<file path="src/rtl/intt2_gs_butterfly_pkg.sv">
// Shared constants and helpers for the INTT Gentleman-Sande butterfly datapath.
// The modulus and Barrett constants match the forward Cooley-Tukey butterfly.
package intt2_gs_butterfly_pkg;

    localparam int DW  = 33;
    localparam int K   = 32;
    localparam int LAT = 5;

    localparam logic [DW-1:0] Q    = 33'd4294967291;
    localparam logic [DW-1:0] MU   = 33'd4294967301;
    localparam logic [DW-1:0] INV2 = (Q + 33'd1) / 33'd2;

    // Modular halving of v < Q: add Q to odd values so the shift is exact.
    function automatic logic [DW-1:0] halve_mod(input logic [DW-1:0] v);
        logic [DW:0] t;
        t = {1'b0, v} + (v[0] ? {1'b0, Q} : {(DW+1){1'b0}});
        return DW'(t >> 1);
    endfunction

endpackage

</file>
<file path="src/rtl/intt2_gs_butterfly_barrett.sv">
// Three-cycle Barrett reduction of a 2*DW-bit product modulo Q, with a valid bit
// carried alongside the data. Shared with the forward butterfly.
module barrett_reduce_pipe
    import intt2_gs_butterfly_pkg::*;
(
    input  logic            clk,
    input  logic            reset,
    input  logic            in_valid,
    input  logic [2*DW-1:0] p,
    output logic            out_valid,
    output logic [DW-1:0]   r
);

    localparam logic [2*DW-1:0] MU_W = (2*DW)'(MU);
    localparam logic [2*DW-1:0] Q_W  = (2*DW)'(Q);
    localparam logic [K+1:0]    Q_R  = (K+2)'(Q);

    logic [2*DW-1:0] t3;
    logic [2*DW-1:0] p3;
    logic [2*DW-1:0] qq;
    logic [K+1:0]    r4;
    logic [K+1:0]    r_a;
    logic [K+1:0]    r_b;
    logic            v3;
    logic            v4;

    // NOTE: every variable is assigned on every path through always_comb, so no latch is inferred.
    always_comb begin
        qq  = (t3 >> (K+1)) * Q_W;
        r_a = (r4  >= Q_R) ? r4  - Q_R : r4;
        r_b = (r_a >= Q_R) ? r_a - Q_R : r_a;
    end

    // The estimate undershoots the quotient by at most 2, so R < 3Q fits in K+2 bits.
    always_ff @(posedge clk) begin
        if (reset) begin
            t3        <= '0;
            p3        <= '0;
            v3        <= 1'b0;
            r4        <= '0;
            v4        <= 1'b0;
            r         <= '0;
            out_valid <= 1'b0;
        end else begin
            t3        <= (p >> (K-1)) * MU_W;
            p3        <= p;
            v3        <= in_valid;
            r4        <= (K+2)'(p3 - qq);
            v4        <= v3;
            r         <= DW'(r_b);
            out_valid <= v4;
        end
    end

endmodule

</file>
<file path="src/rtl/intt2_gs_butterfly.sv">
// Pipelined radix-2 Gentleman-Sande INTT butterfly: xout = (x+y)*s, yout = (x-y)*w*s mod Q,
// with s = 1/2 mod Q when half is set. One operation per cycle, five-cycle latency.
module intt2_gs_butterfly
    import intt2_gs_butterfly_pkg::*;
(
    input  logic          clk,
    input  logic          reset,
    input  logic          en,
    input  logic [DW-1:0] xin,
    input  logic [DW-1:0] yin,
    input  logic [DW-1:0] wr,
    input  logic          half,
    output logic [DW-1:0] xout,
    output logic [DW-1:0] yout,
    output logic          valid
);

    logic [DW:0]     sum_w;
    logic [DW-1:0]   s_next;
    logic [DW-1:0]   d_next;

    logic [DW-1:0]   s1, d1, w1;
    logic            h1, v1;
    logic [2*DW-1:0] p2;
    logic [DW-1:0]   s2, s3, s4, s5;
    logic            h2, h3, h4, h5;
    logic            v2;
    logic            v5;
    logic [DW-1:0]   res5;

    always_comb begin
        sum_w  = {1'b0, xin} + {1'b0, yin};
        s_next = (sum_w >= {1'b0, Q}) ? DW'(sum_w - {1'b0, Q}) : DW'(sum_w);
        d_next = (xin < yin) ? xin - yin + Q : xin - yin;
    end

    // NOTE: sequential state uses non-blocking assignments so every stage samples pre-edge values.
    always_ff @(posedge clk) begin
        if (reset) begin
            s1 <= '0; d1 <= '0; w1 <= '0; h1 <= 1'b0; v1 <= 1'b0;
            p2 <= '0; s2 <= '0; h2 <= 1'b0; v2 <= 1'b0;
            s3 <= '0; s4 <= '0; s5 <= '0;
            h3 <= 1'b0; h4 <= 1'b0; h5 <= 1'b0;
        end else begin
            s1 <= s_next;
            d1 <= d_next;
            w1 <= wr;
            h1 <= half;
            v1 <= en;
            p2 <= (2*DW)'(d1) * (2*DW)'(w1);
            s2 <= s1;
            h2 <= h1;
            v2 <= v1;
            // Sum and half flag ride along until the reduced product is ready.
            s3 <= s2; s4 <= s3; s5 <= s4;
            h3 <= h2; h4 <= h3; h5 <= h4;
        end
    end

    barrett_reduce_pipe u_reduce (
        .clk       (clk),
        .reset     (reset),
        .in_valid  (v2),
        .p         (p2),
        .out_valid (v5),
        .r         (res5)
    );

    // Outputs hold their last result across bubbles.
    always_ff @(posedge clk) begin
        if (reset) begin
            xout  <= '0;
            yout  <= '0;
            valid <= 1'b0;
        end else begin
            valid <= v5;
            if (v5) begin
                xout <= h5 ? halve_mod(s5)   : s5;
                yout <= h5 ? halve_mod(res5) : res5;
            end
        end
    end

endmodule

</file>
<file path="config.mk">
export PLATFORM = sky130hd
export DESIGN_NAME = intt2_gs_butterfly
export DESIGN_NICKNAME = d
export VERILOG_FILES = /design/src/rtl/intt2_gs_butterfly_pkg.sv /design/src/rtl/intt2_gs_butterfly_barrett.sv /design/src/rtl/intt2_gs_butterfly.sv
export SDC_FILE = /design/constraint.sdc
export NUM_CORES = 2
export LEC_CHECK = 0
export ABC_AREA = 1
export CAP_MARGIN = 20
export CORE_MARGIN = 2
export CORE_UTILIZATION = 60
export CTS_BUF_LIST = sky130_fd_sc_hd__clkbuf_8 sky130_fd_sc_hd__clkbuf_16
export DETAILED_ROUTE_END_ITERATION = 8
export DONT_BUFFER_PORTS = 1
export GPL_TIMING_DRIVEN = 0
export HOLD_SLACK_MARGIN = 0.03
export PLACE_DENSITY = 0.76
export SETUP_SLACK_MARGIN = 0.1
export SLEW_MARGIN = 15
export SYNTH_ARGS = -nofsm -noshare
export SYNTH_HDL_FRONTEND = slang
export SYNTH_SLANG_ARGS = --single-unit
</file>
<file path="constraint.sdc">
create_clock -name clk -period 19.3 [get_ports clk]
set_input_delay 1.93 -clock clk [delete_from_list [all_inputs] [get_ports clk]]
set_output_delay 1.93 -clock clk [all_outputs]
set_load 0.01 [all_outputs]
</file>
==> insert_results.sql <==
INSERT INTO impl_metrics (metric_group, metric, value, unit) VALUES
('run_status', 'run_status', 'finished, violations left', ''),
('run_status', 'violations', 'DRC', ''),
('cells_and_area', 'multiInputGateArea', '57900', 'um2'),
('logic_synthesis', 'cell_area_synth', '80800', 'um2'),
('detailed_routing', 'viasPerCell', '5.66', ''),
('global_route', 'met3_routing_resource_usage_after_global_routing', '12.5', '%'),
('clock_tree', 'clockRootBuffer', 'clkbuf_16', ''),
('die', 'row_count', '134', ''),
('timing', 'maxClockFrequency', '104', 'MHz'),
('logic_synthesis', 'synth_area_per_cell', '7.41', 'um2'),
('timing', 'worst_clock_skew', '0.0706', 'ns'),
('clock_tree', 'cts_hold_buf', '0', ''),
('worst_setup_path', 'delay_of_the_slowest_cell_on_the_worst_path', '1.04', 'ns'),
('clock_tree', 'tritoncts.num_buffers', '56', ''),
('worst_setup_path', 'critical_path_arrival', '10.16', 'ns'),
('worst_setup_path', 'r2r_setup_slack', '9.69', 'ns'),
('clock_tree', 'clk_slew_on_worst_s_h_paths', '0.06', 'ns'),
('worst_setup_path', 'cpLargestDelayFamily', 'adder cells', ''),
('worst_setup_path', 'critical_path.max_fanout', '10', ''),
('worst_setup_path', 'critical_path.n_buffers_inverters', '6', ''),
('die', 'floorplan.initialDensity', '60.5', '%'),
('global_route', 'initial_antenna_violation_count', '15', ''),
('worst_hold_path', 'timing.hold.worst.class', 'reg2reg', ''),
('clock_tree', 'clock_sink_count', '508', ''),
('detailed_routing', 'routed_wirelength', '302000', 'um'),
('timing', 'finalCriticalPeriod', '9.61', 'ns'),
('worst_setup_path', 'worst_setup_path_end_kind', 'register', ''),
('timing', 'slew-limit-headroom', '6.13', '%'),
('clock_tree', 'cts_setup_buffers', '0', ''),
('die', 'io_pins', '170', ''),
('worst_setup_path', 'required_time_of_the_worst_setup_path', '19.85', 'ns'),
('placement', 'gp_routability_congestion', '1.09', ''),
('timing', 'finalSetupViolCount', '0', ''),
('detailed_routing', 'drcViolationCount', '3', ''),
('logic_synthesis', 'ys_seq_elements', '508', ''),
('clock_tree', 'tritoncts', 'done', ''),
('timing', 'timing_worst_slew_pin_value', '1.41', 'ns'),
('placement', 'port_buffers', '0', ''),
('global_route', 'grt_pass1_wl', '444000', 'um'),
('logic_synthesis', 'synth_sequential_area_ratio', '12.6', '%'),
('timing', 'rsz0062_at_grt', 'false', ''),
('global_route', 'globalRoute.busiestLayer', 'met2', ''),
('cells_and_area', 'largest_reg_flops', '66', ''),
('cells_and_area', 'layout_top_registers', 'p2 x66, u_reduce.p3 x34, u_reduce.r4 x34', ''),
('global_route', 'gr-usage-met2', '68.7', '%'),
('cells_and_area', 'fillerInstances', '12100', ''),
('clock_tree', 'insertion_delay', '0.70', 'ns'),
('cells_and_area', 'most-common-layout-cells', 'inv_1, nand2_1, fa_1, nor2_1, ha_1', ''),
('cells_and_area', 'synthToLayoutAreaGrowth', '5.46', '%'),
('global_route', 'largest_net_degree_at_the_start_of_global_routing', '35', ''),
('worst_setup_path', 'path_common_cell', 'fa_1', ''),
('job', 'timing.max_cap.violations', '0', ''),
('global_route', 'globalRouteMet1Util', '52.8', '%'),
('clock_tree', 'cts-htree-levels', '2', ''),
('timing', 'final-max-slew-violation-count', '0', ''),
('die', 'coreArea', '134000', 'um2'),
('detailed_routing', 'wl_per_cell', '23.6', 'um'),
('logic_synthesis', 'yosys.cell_types.count', '56', ''),
('detailed_routing', 'drt_pass1_iterations', '9', ''),
('cells_and_area', 'layout-drive-gt1-share', '2.39', '%'),
('timing', 'period_share', '49.8', '%'),
('logic_synthesis', 'synth_fp_nets', '13100', ''),
('global_route', 'groute.usage.overall', '44.1', '%'),
('global_route', 'grt_remaining_overflow', '0', ''),
('die', 'fp.dieArea', '138000', 'um2'),
('die', 'fp.dieH', '371', 'um'),
('worst_setup_path', 'timing.critical_path.from_type', 'register', ''),
('detailed_routing', 'via_total_after_detailed_routing', '72400', ''),
('clock_tree', 'clk_path_buf_depth', '3', ''),
('logic_synthesis', 'synthesis.instances', '10900', ''),
('placement', 'dp_hpwl', '252000', 'um');
==> Yosys cell counts, drive strengths merged <==
master | number | area share [%]
a21boi | 13 | 0.12
nand4 | 99 | 0.77
a21o | 24 | 0.22
inv | 2951 | 14
nor3 | 71 | 0.45
and2 | 9 | 0.070
nand3b | 14 | 0.13
fa | 1304 | 32
nand3 | 289 | 1.9
nor2b | 1 | 0.0077
o221ai | 6 | 0.065
o21ai | 379 | 2.3
clkbuf | 346 | 1.6
o31ai | 2 | 0.019
o21a | 44 | 0.41
and3 | 10 | 0.077
a211oi | 3 | 0.028
buf | 52 | 0.41
o211ai | 20 | 0.19
nand2 | 2352 | 11
xor2 | 123 | 1.4
ha | 736 | 11
a211o | 1 | 0.011
o211a | 1 | 0.012
o2111a | 1 | 0.014
clkinv | 1 | 0.0046
nor2 | 866 | 4.1
a31oi | 31 | 0.24
a221oi | 4 | 0.043
a31o | 1 | 0.011
or2 | 16 | 0.12
o21bai | 29 | 0.27
nor4 | 22 | 0.17
nor3b | 5 | 0.053
a21oi | 536 | 3.4
dfxtp | 508 | 13
o221a | 1 | 0.014
o2111ai | 5 | 0.054
xnor2 | 29 | 0.31
a32o | 6 | 0.074
==> final timing paths <==
| kind | from | to | cells after the start |
|---|---|---|---|
| setup / recovery | w1[11] | p2[57] | 25 |
| hold / removal | s4[0] | s5[0] | 2 |
| setup reg to reg | w1[11] | p2[57] | 25 |
| hold reg to reg | s4[0] | s5[0] | 2 |
==> logic make-up (layout without fill, tap and decap cells) <==
group / after synthesis / after routing / synth area share (%)
and+or+nand+nor: 3754 / 3754 / 18.8
AOI/OAI and AO/OA: 1107 / 1107 / 7.51
adders and majority gates: 2040 / 2040 / 43.7
DFF: 508 / 508 / 12.6
xor gates and xnor gates: 152 / 152 / 1.69
other: 0 / 11 / 0
buffers and inverters: 3350 / 3466 / 15.7
==> layer usage <==
metal | part of all wire, % | wire (um)
met1 | 36 | 109000
met5 | 0.027 | 80
met3 | 11 | 34100
met2 | 44 | 132000
met4 | 8.9 | 26900
==> worst min-delay path: stages, from the launching register on <==
cell     delay (ns)
dfxtp_1        0.30
inv_1          0.04
nor2_1         0.03
==> layout make-up <==
cell class / instances / share of cell area, %
Sequential cell: 508 / 11.9
Buffer: 398 / 1.92
Multi-Input combinational cell: 7053 / 68.0
Antenna cell: 11 / 0.0323
Timing Repair Buffer: 13 / 0.211
Inverter: 2952 / 13.0
Tap cell: 1768 / 2.60
Clock inverter: 35 / 0.477
Clock buffer: 68 / 1.85
==> through the flow <==
step                instance area [um2]  utilization [%]  hold WS, ns  cells  setup WS (ns)
finish                            85200             63.8        0.369  12800           9.69
global route                      85200             63.8        0.396  12800           9.61
global placement                  83000             62.1        0.390  12700          10.28
CTS                               85100             63.7        0.376  12800          10.24
detailed placement                83100             62.2        0.391  12700          10.26
floorplan                         80800                -        0.388  10900          12.38
Power is not shown: default switching activity piles up to over one toggle a cycle in this logic, so the estimate is an artifact.
